--- src/rtl/operand_fetch32.sv ---
// Operand-fetch stage: drives register file read selects, captures operands into a
// valid/ready output register, and stalls RAW/WAW hazards via a pending-write scoreboard.
// Optional same-cycle write-back bypass is enabled by defining OF_BYPASS_EN.
//
// Handshake: a transfer happens on a rising edge where valid & ready are both high;
// in_ready never depends on in_valid, and out_* hold while out_valid & ~out_ready.
module operand_fetch32 (
   input  logic        clk,
   input  logic        reset,
   input  logic        in_valid,
   output logic        in_ready,
   input  logic [4:0]  in_ra,
   input  logic [4:0]  in_rb,
   input  logic [4:0]  in_rd,
   input  logic        in_use_a,
   input  logic        in_use_b,
   input  logic        in_wr,
   input  logic [31:0] in_imm,
   output logic [4:0]  asel,
   output logic [4:0]  bsel,
   input  logic [31:0] rf_a,
   input  logic [31:0] rf_b,
   input  logic        wb_en,
   input  logic [4:0]  wb_sel,
   input  logic [31:0] wb_data,
   input  logic        flush,
   output logic        out_valid,
   input  logic        out_ready,
   output logic [31:0] out_a,
   output logic [31:0] out_b,
   output logic [31:0] out_imm,
   output logic [4:0]  out_rd,
   output logic        out_wr,
   output logic [31:0] pending
);

   logic        byp_a, byp_b;
   logic        raw_a, raw_b, waw;
   logic        issue;
   logic [31:0] pending_nxt;
   logic [31:0] opnd_a, opnd_b;

   assign asel = in_ra;
   assign bsel = in_rb;

`ifdef OF_BYPASS_EN
   assign byp_a = wb_en & (wb_sel == in_ra);
   assign byp_b = wb_en & (wb_sel == in_rb);
`else
   logic unused_wb_data;
   assign unused_wb_data = ^wb_data;
   assign byp_a = 1'b0;
   assign byp_b = 1'b0;
`endif

   assign raw_a = in_use_a & pending[in_ra] & ~byp_a;
   assign raw_b = in_use_b & pending[in_rb] & ~byp_b;
   // Bypass never helps WAW: the older write must retire before the newer one is tracked.
   assign waw   = in_wr & pending[in_rd];

   assign in_ready = ~reset & ~flush & ~raw_a & ~raw_b & ~waw & (~out_valid | out_ready);
   assign issue    = in_valid & in_ready;

   assign opnd_a = byp_a ? wb_data : rf_a;
   assign opnd_b = byp_b ? wb_data : rf_b;

   // Set after clears is safe: WAW stalls any issue whose destination is still pending.
   always_comb begin
      pending_nxt = pending;
      if (wb_en)
         pending_nxt[wb_sel] = 1'b0;
      if (flush & out_valid & out_wr)
         pending_nxt[out_rd] = 1'b0;
      if (issue & in_wr)
         pending_nxt[in_rd] = 1'b1;
   end

   always_ff @(posedge clk) begin
      if (reset) begin
         pending   <= 32'd0;
         out_valid <= 1'b0;
         out_a     <= 32'd0;
         out_b     <= 32'd0;
         out_imm   <= 32'd0;
         out_rd    <= 5'd0;
         out_wr    <= 1'b0;
      end else begin
         pending <= pending_nxt;
         if (flush)
            out_valid <= 1'b0;
         else if (issue)
            out_valid <= 1'b1;
         else if (out_ready)
            out_valid <= 1'b0;
         if (issue) begin
            out_a   <= opnd_a;
            out_b   <= opnd_b;
            out_imm <= in_imm;
            out_rd  <= in_rd;
            out_wr  <= in_wr;
         end
      end
   end

endmodule

--- config.mk ---
export PLATFORM = sky130hd
export DESIGN_NAME = operand_fetch32
export DESIGN_NICKNAME = d
export VERILOG_FILES = /design/src/rtl/operand_fetch32.sv
export SDC_FILE = /design/constraint.sdc
export NUM_CORES = 1
export LEC_CHECK = 0
export CORE_ASPECT_RATIO = 1.1
export CORE_MARGIN = 1.5
export CORE_UTILIZATION = 35
export DETAILED_ROUTE_END_ITERATION = 12
export PLACE_DENSITY_LB_ADDON = 0.15
export SYNTH_ARGS = -nofsm -noshare
export SYNTH_HDL_FRONTEND = slang
export SYNTH_SLANG_ARGS = --single-unit
--- constraint.sdc ---
create_clock -name clk -period 4.4 [get_ports clk]
set_clock_uncertainty 0.2 [all_clocks]
set_input_delay 0.66 -clock clk [delete_from_list [all_inputs] [get_ports clk]]
set_output_delay 0.66 -clock clk [all_outputs]
set_load 0.03 [all_outputs]
==> metrics.txt, run 1 <==
# TYPE chip_impl_metric gauge
chip_impl_metric{name="post-place-ws",unit="ps"} 205.6
chip_impl_metric{name="fraction_of_final_layout_cells_with_drive_strength_greater_than_1",unit="%"} 19.65
chip_impl_metric{name="portBuffers",unit=""} 270
chip_impl_metric{name="finalSetupViolations",unit=""} 0
chip_impl_metric{name="p_per_area",unit="nW/µm²"} 321.9
chip_impl_metric{name="leakage",unit="nW"} 4.097
chip_impl_info{name="cells_traversed_along_the_worst_timing_path",value="clkdlybuf4s50_1, buf_12, mux2_1, a32oi_1, nand4_1, a2111oi_1, buf_4, nor2_1, and4b_1, buf_12"} 1
chip_impl_info{name="r2r-end",value="out_b[4]"} 1
chip_impl_metric{name="start_util",unit="%"} 35.94
chip_impl_metric{name="route.antenna.remaining_nets",unit=""} 0
chip_impl_metric{name="synth.top_cell.area_share",unit="%"} 39.10
chip_impl_metric{name="synth.lib_cells_used.distinct",unit=""} 41
chip_impl_info{name="crit_path_top_delay_cell",value="sky130_fd_sc_hd__a2111oi_1"} 1
chip_impl_metric{name="timing_hold_violations_final",unit=""} 0
chip_impl_metric{name="reg2reg_slack",unit="ps"} 1430
chip_impl_info{name="critPathLaunchType",value="input port"} 1
chip_impl_metric{name="nFillCells",unit=""} 1733
chip_impl_info{name="timing.setup.critical_path_class",value="in2out"} 1
chip_impl_metric{name="grt_first_pass_wirelength",unit="mm"} 32.51
chip_impl_info{name="tritoncts",value="done"} 1
chip_impl_metric{name="max_freq",unit="GHz"} 0.2366
chip_impl_metric{name="drt-pass1-iter-count",unit=""} 4
chip_impl_info{name="clock_tree.root_cell",value="sky130_fd_sc_hd__clkbuf_16"} 1
chip_impl_metric{name="synthXorXnorAreaFrac",unit="%"} 0
chip_impl_metric{name="vias",unit=""} 5918
chip_impl_metric{name="ys_seq_area_share",unit="%"} 39.10
chip_impl_metric{name="synth.net_count",unit=""} 809
chip_impl_metric{name="antennaDiodeCount",unit=""} 0
chip_impl_metric{name="yosys_register_bits",unit=""} 135
chip_impl_info{name="run_status",value="finished, final reports clean"} 1
chip_impl_info{name="end_kind",value="output port"} 1
chip_impl_metric{name="ctsLongestPathBuffers",unit=""} 2
chip_impl_metric{name="postSynthCellCount",unit=""} 652
chip_impl_metric{name="worst_slew_margin_rel",unit="%"} 46.64
chip_impl_metric{name="crit_path_max_fanout",unit=""} 19
chip_impl_metric{name="post-route-period-util",unit="%"} 96.05
chip_impl_metric{name="cp.required",unit="ps"} 3540
chip_impl_metric{name="clock_insertion_delay_worst_skew",unit="ps"} 420
chip_impl_metric{name="cts_post_setup_buffers_inserted",unit=""} 0
chip_impl_metric{name="viasPerCell",unit=""} 5.067
chip_impl_metric{name="async_flop_share",unit="%"} 0
chip_impl_metric{name="max-cap-violations",unit=""} 0
chip_impl_metric{name="drt_drc_violations_left",unit=""} 0
chip_impl_metric{name="transition_time_of_the_tightest_slew_check_pin",unit="ps"} 797.5
chip_impl_metric{name="cts_buffers",unit=""} 17
chip_impl_metric{name="synth_adder_area_share",unit="%"} 0
chip_impl_metric{name="totalWireLength",unit="mm"} 21.22
chip_impl_metric{name="yosys.area_share.simple",unit="%"} 19.73
chip_impl_metric{name="io-pin-count",unit=""} 303
chip_impl_metric{name="placement_rows",unit=""} 53
chip_impl_metric{name="layout.core_utilization",unit="%"} 54.52
chip_impl_metric{name="path_depth",unit=""} 10
chip_impl_metric{name="sequential_cell_area",unit="µm²"} 2703
chip_impl_info{name="synth_area_leader_cell",value="sky130_fd_sc_hd__dfxtp_1"} 1
chip_impl_metric{name="numClockSinks",unit=""} 135
chip_impl_info{name="synthFlopType",value="sky130_fd_sc_hd__dfxtp_1"} 1
chip_impl_metric{name="synthesis.area",unit="µm²"} 6912
chip_impl_metric{name="grt_max_degree",unit=""} 75
chip_impl_metric{name="final_net_count",unit=""} 1065
chip_impl_metric{name="wl_per_cell",unit="µm"} 18.17
chip_impl_metric{name="gates_resized_cts_repair",unit=""} 0
chip_impl_metric{name="final_critical_path_setup_slack",unit="ps"} 173.9
chip_impl_metric{name="overall_global_routing_usage",unit="%"} 20.72
chip_impl_info{name="critical_path.startpoint",value="in_rd[1]"} 1
chip_impl_metric{name="htreeDepth",unit=""} 4
chip_impl_metric{name="synth.avg_cell_area",unit="µm²"} 10.60
chip_impl_metric{name="yosysWarnings",unit=""} 0
chip_impl_metric{name="multiInputGateArea",unit="µm²"} 3900
chip_impl_metric{name="clock_slew_seen_by_the_registers_of_the_worst_setup_and_hold_paths",unit="ps"} 60
chip_impl_metric{name="worstPathBufferInverterCount",unit=""} 4
chip_impl_metric{name="die-area",unit="µm²"} 20600
chip_impl_metric{name="gp_routability_congestion",unit=""} 0.8981
chip_impl_metric{name="grt.overflow.total",unit=""} 0
chip_impl_metric{name="post_synthesis_mux_area_share",unit="%"} 28.01
chip_impl_info{name="synth_top_family_by_area",value="multiplexers"} 1
chip_impl_info{name="critPathMostFrequentCell",value="sky130_fd_sc_hd__buf_12"} 1
chip_impl_info{name="reg2reg_from",value="pending[14]"} 1
chip_impl_metric{name="synth_compound_area_share",unit="%"} 8.563
chip_impl_info{name="ys_top_cells_by_area",value="sky130_fd_sc_hd__dfxtp_1 39%, sky130_fd_sc_hd__nor2b_1 12%, sky130_fd_sc_hd__mux2_4 11%"} 1
chip_impl_info{name="hp-class",value="reg2reg"} 1
chip_impl_info{name="cpLargestDelayFamily",value="buffers and inverters"} 1
chip_impl_info{name="grt_setup_unrepaired",value="false"} 1
chip_impl_metric{name="irDropWorstVdd",unit="V"} 0.0002426
chip_impl_info{name="yosys-top-cells-count",value="135 x sky130_fd_sc_hd__dfxtp_1, 134 x sky130_fd_sc_hd__nor2b_1, 54 x sky130_fd_sc_hd__mux2_2, 50 x sky130_fd_sc_hd__mux2_4, 43 x sky130_fd_sc_hd__nand2_1"} 1
chip_impl_metric{name="dr.first_iter.drc_count",unit=""} 282
chip_impl_metric{name="layout.cell_area.non_filler",unit="µm²"} 10490
chip_impl_metric{name="antenna_violations_before_repair",unit=""} 0
chip_impl_metric{name="placed_area",unit="µm²"} 9857
chip_impl_metric{name="worstPathArrival",unit="ps"} 3370
chip_impl_metric{name="period_minus_ws_final",unit="ps"} 4226
chip_impl_metric{name="dp_hpwl",unit="mm"} 15.43
chip_impl_metric{name="drv_slew",unit=""} 0
chip_impl_metric{name="cts-hold-fix-buffers",unit=""} 0
chip_impl_metric{name="die_width",unit="µm"} 137.0
chip_impl_metric{name="die_boundary_height",unit="µm"} 150.4
chip_impl_metric{name="reg2regPathDepth",unit=""} 9
chip_impl_metric{name="coreArea",unit="µm²"} 19230
chip_impl_info{name="worstSetupEndpoint",value="in_ready"} 1
chip_impl_metric{name="setup-tns-final",unit="ps"} 0
chip_impl_metric{name="first_global_vias",unit=""} 5817
chip_impl_info{name="synthMostInstantiatedCell",value="sky130_fd_sc_hd__dfxtp_1"} 1
chip_impl_metric{name="synth_edf_count",unit=""} 0
chip_impl_metric{name="flow.area_growth_from_synthesis",unit="%"} 51.70
chip_impl_metric{name="cp_peak_stage_delay",unit="ps"} 540
-- worst register-to-register path, cell delays in order, from the launching register on --
cell	delay, ps
sky130_fd_sc_hd__dfxtp_1	370
sky130_fd_sc_hd__mux4_2	470
sky130_fd_sc_hd__inv_1	90
sky130_fd_sc_hd__o22ai_1	70
sky130_fd_sc_hd__a2111oi_1	630
sky130_fd_sc_hd__buf_4	240
sky130_fd_sc_hd__o211ai_4	90
sky130_fd_sc_hd__buf_4	200
sky130_fd_sc_hd__buf_12	180
sky130_fd_sc_hd__mux2_4	330
-- logic make-up (layout without fill, tap and decap cells) --
logic type,count (synthesis),after routing
buffers and inverters,59,328
and+or+nand+nor,237,237
muxes,140,140
DFF,135,135
AOI/OAI and AO/OA,81,81
-- metrics by stage --
| stage | cells | hold WS, ps | total power [W] |
|---|---|---|---|
| after floorplan | 652 | 440.2 | 0.001610 |
| after global placement | 1136 | 324.2 | 0.001877 |
| after detailed placement | 1136 | 333.2 | 0.001879 |
| after CTS | 1168 | 344.9 | 0.003412 |
| after global routing | 1168 | 392.9 | 0.003502 |
| final | 1168 | 339.5 | 0.003376 |
-- per-layer routing --
layer / vias up / track usage [%] / share of wire (%)
li1: 2829 / - / -
met3: 31 / 7.542 / 9.3
met4: 0 / 8.000 / 2.1
met1: 2782 / 25.66 / 42
met5: - / 0 / 0
met2: 276 / 32.76 / 47
-- flip-flops by register name, indices dropped and copies added (netlist names) --
register and cells:
out_a 32, out_b 32, out_imm 32, pending 32, out_rd 5, out_valid 1, out_wr 1
-- area by class of cell --
type	count	share of cell area (%)
Multi-Input combinational cell	458	37.20
Clock inverter	14	1.897
Sequential cell	135	25.78
Inverter	6	0.2148
Tap cell	247	2.947
Clock buffer	18	4.093
Timing Repair Buffer	290	27.88
-- worst min path at each step --
stage                   start         to  slack (ps)  cells past startpoint
finish              out_rd[0]  out_rd[0]         340                      2
global route        out_valid  out_valid         390                      2
CTS                 out_rd[0]  out_rd[0]         340                      2
detailed placement  out_rd[0]  out_rd[0]         330                      2
global placement    out_rd[1]  out_rd[1]         320                      2
floorplan           out_rd[0]  out_rd[0]         440                      2
-- cells in the final DEF, fill, tap and decap left out, drive strengths merged, types with 3 or more instances in the layout --
cell type and instances:
o221ai 32, nor2 12, mux2i 16, nand2b 8
mux2 107, or3b 4, inv 8, nor3 5
bufinv 4, or3 4, clkinvlp 4, clkdlybuf4s50 268
and3 4, o21ai 34, nand3b 8, nor2b 134
nand3 8, nor3b 3, dfxtp 135, clkinv 4
nand2 43, clkbuf 18, mux4 17, buf 22
-- power by group --
| part | internal (W) | switching, W |
|---|---|---|
| Sequential | 0.00127 | 0.0000278 |
| Combinational | 0.000293 | 0.000259 |
| Clock | 0.000953 | 0.000572 |
Note: power is estimated with default switching activity, not from simulation.
==> inputs of run 2 (changes only) <==
Settings changed: ABC_CLOCK_PERIOD_IN_PS set to 4400.
==> results of run 2 <==
Final layout, timing and power as in run 1 (identical DEF).
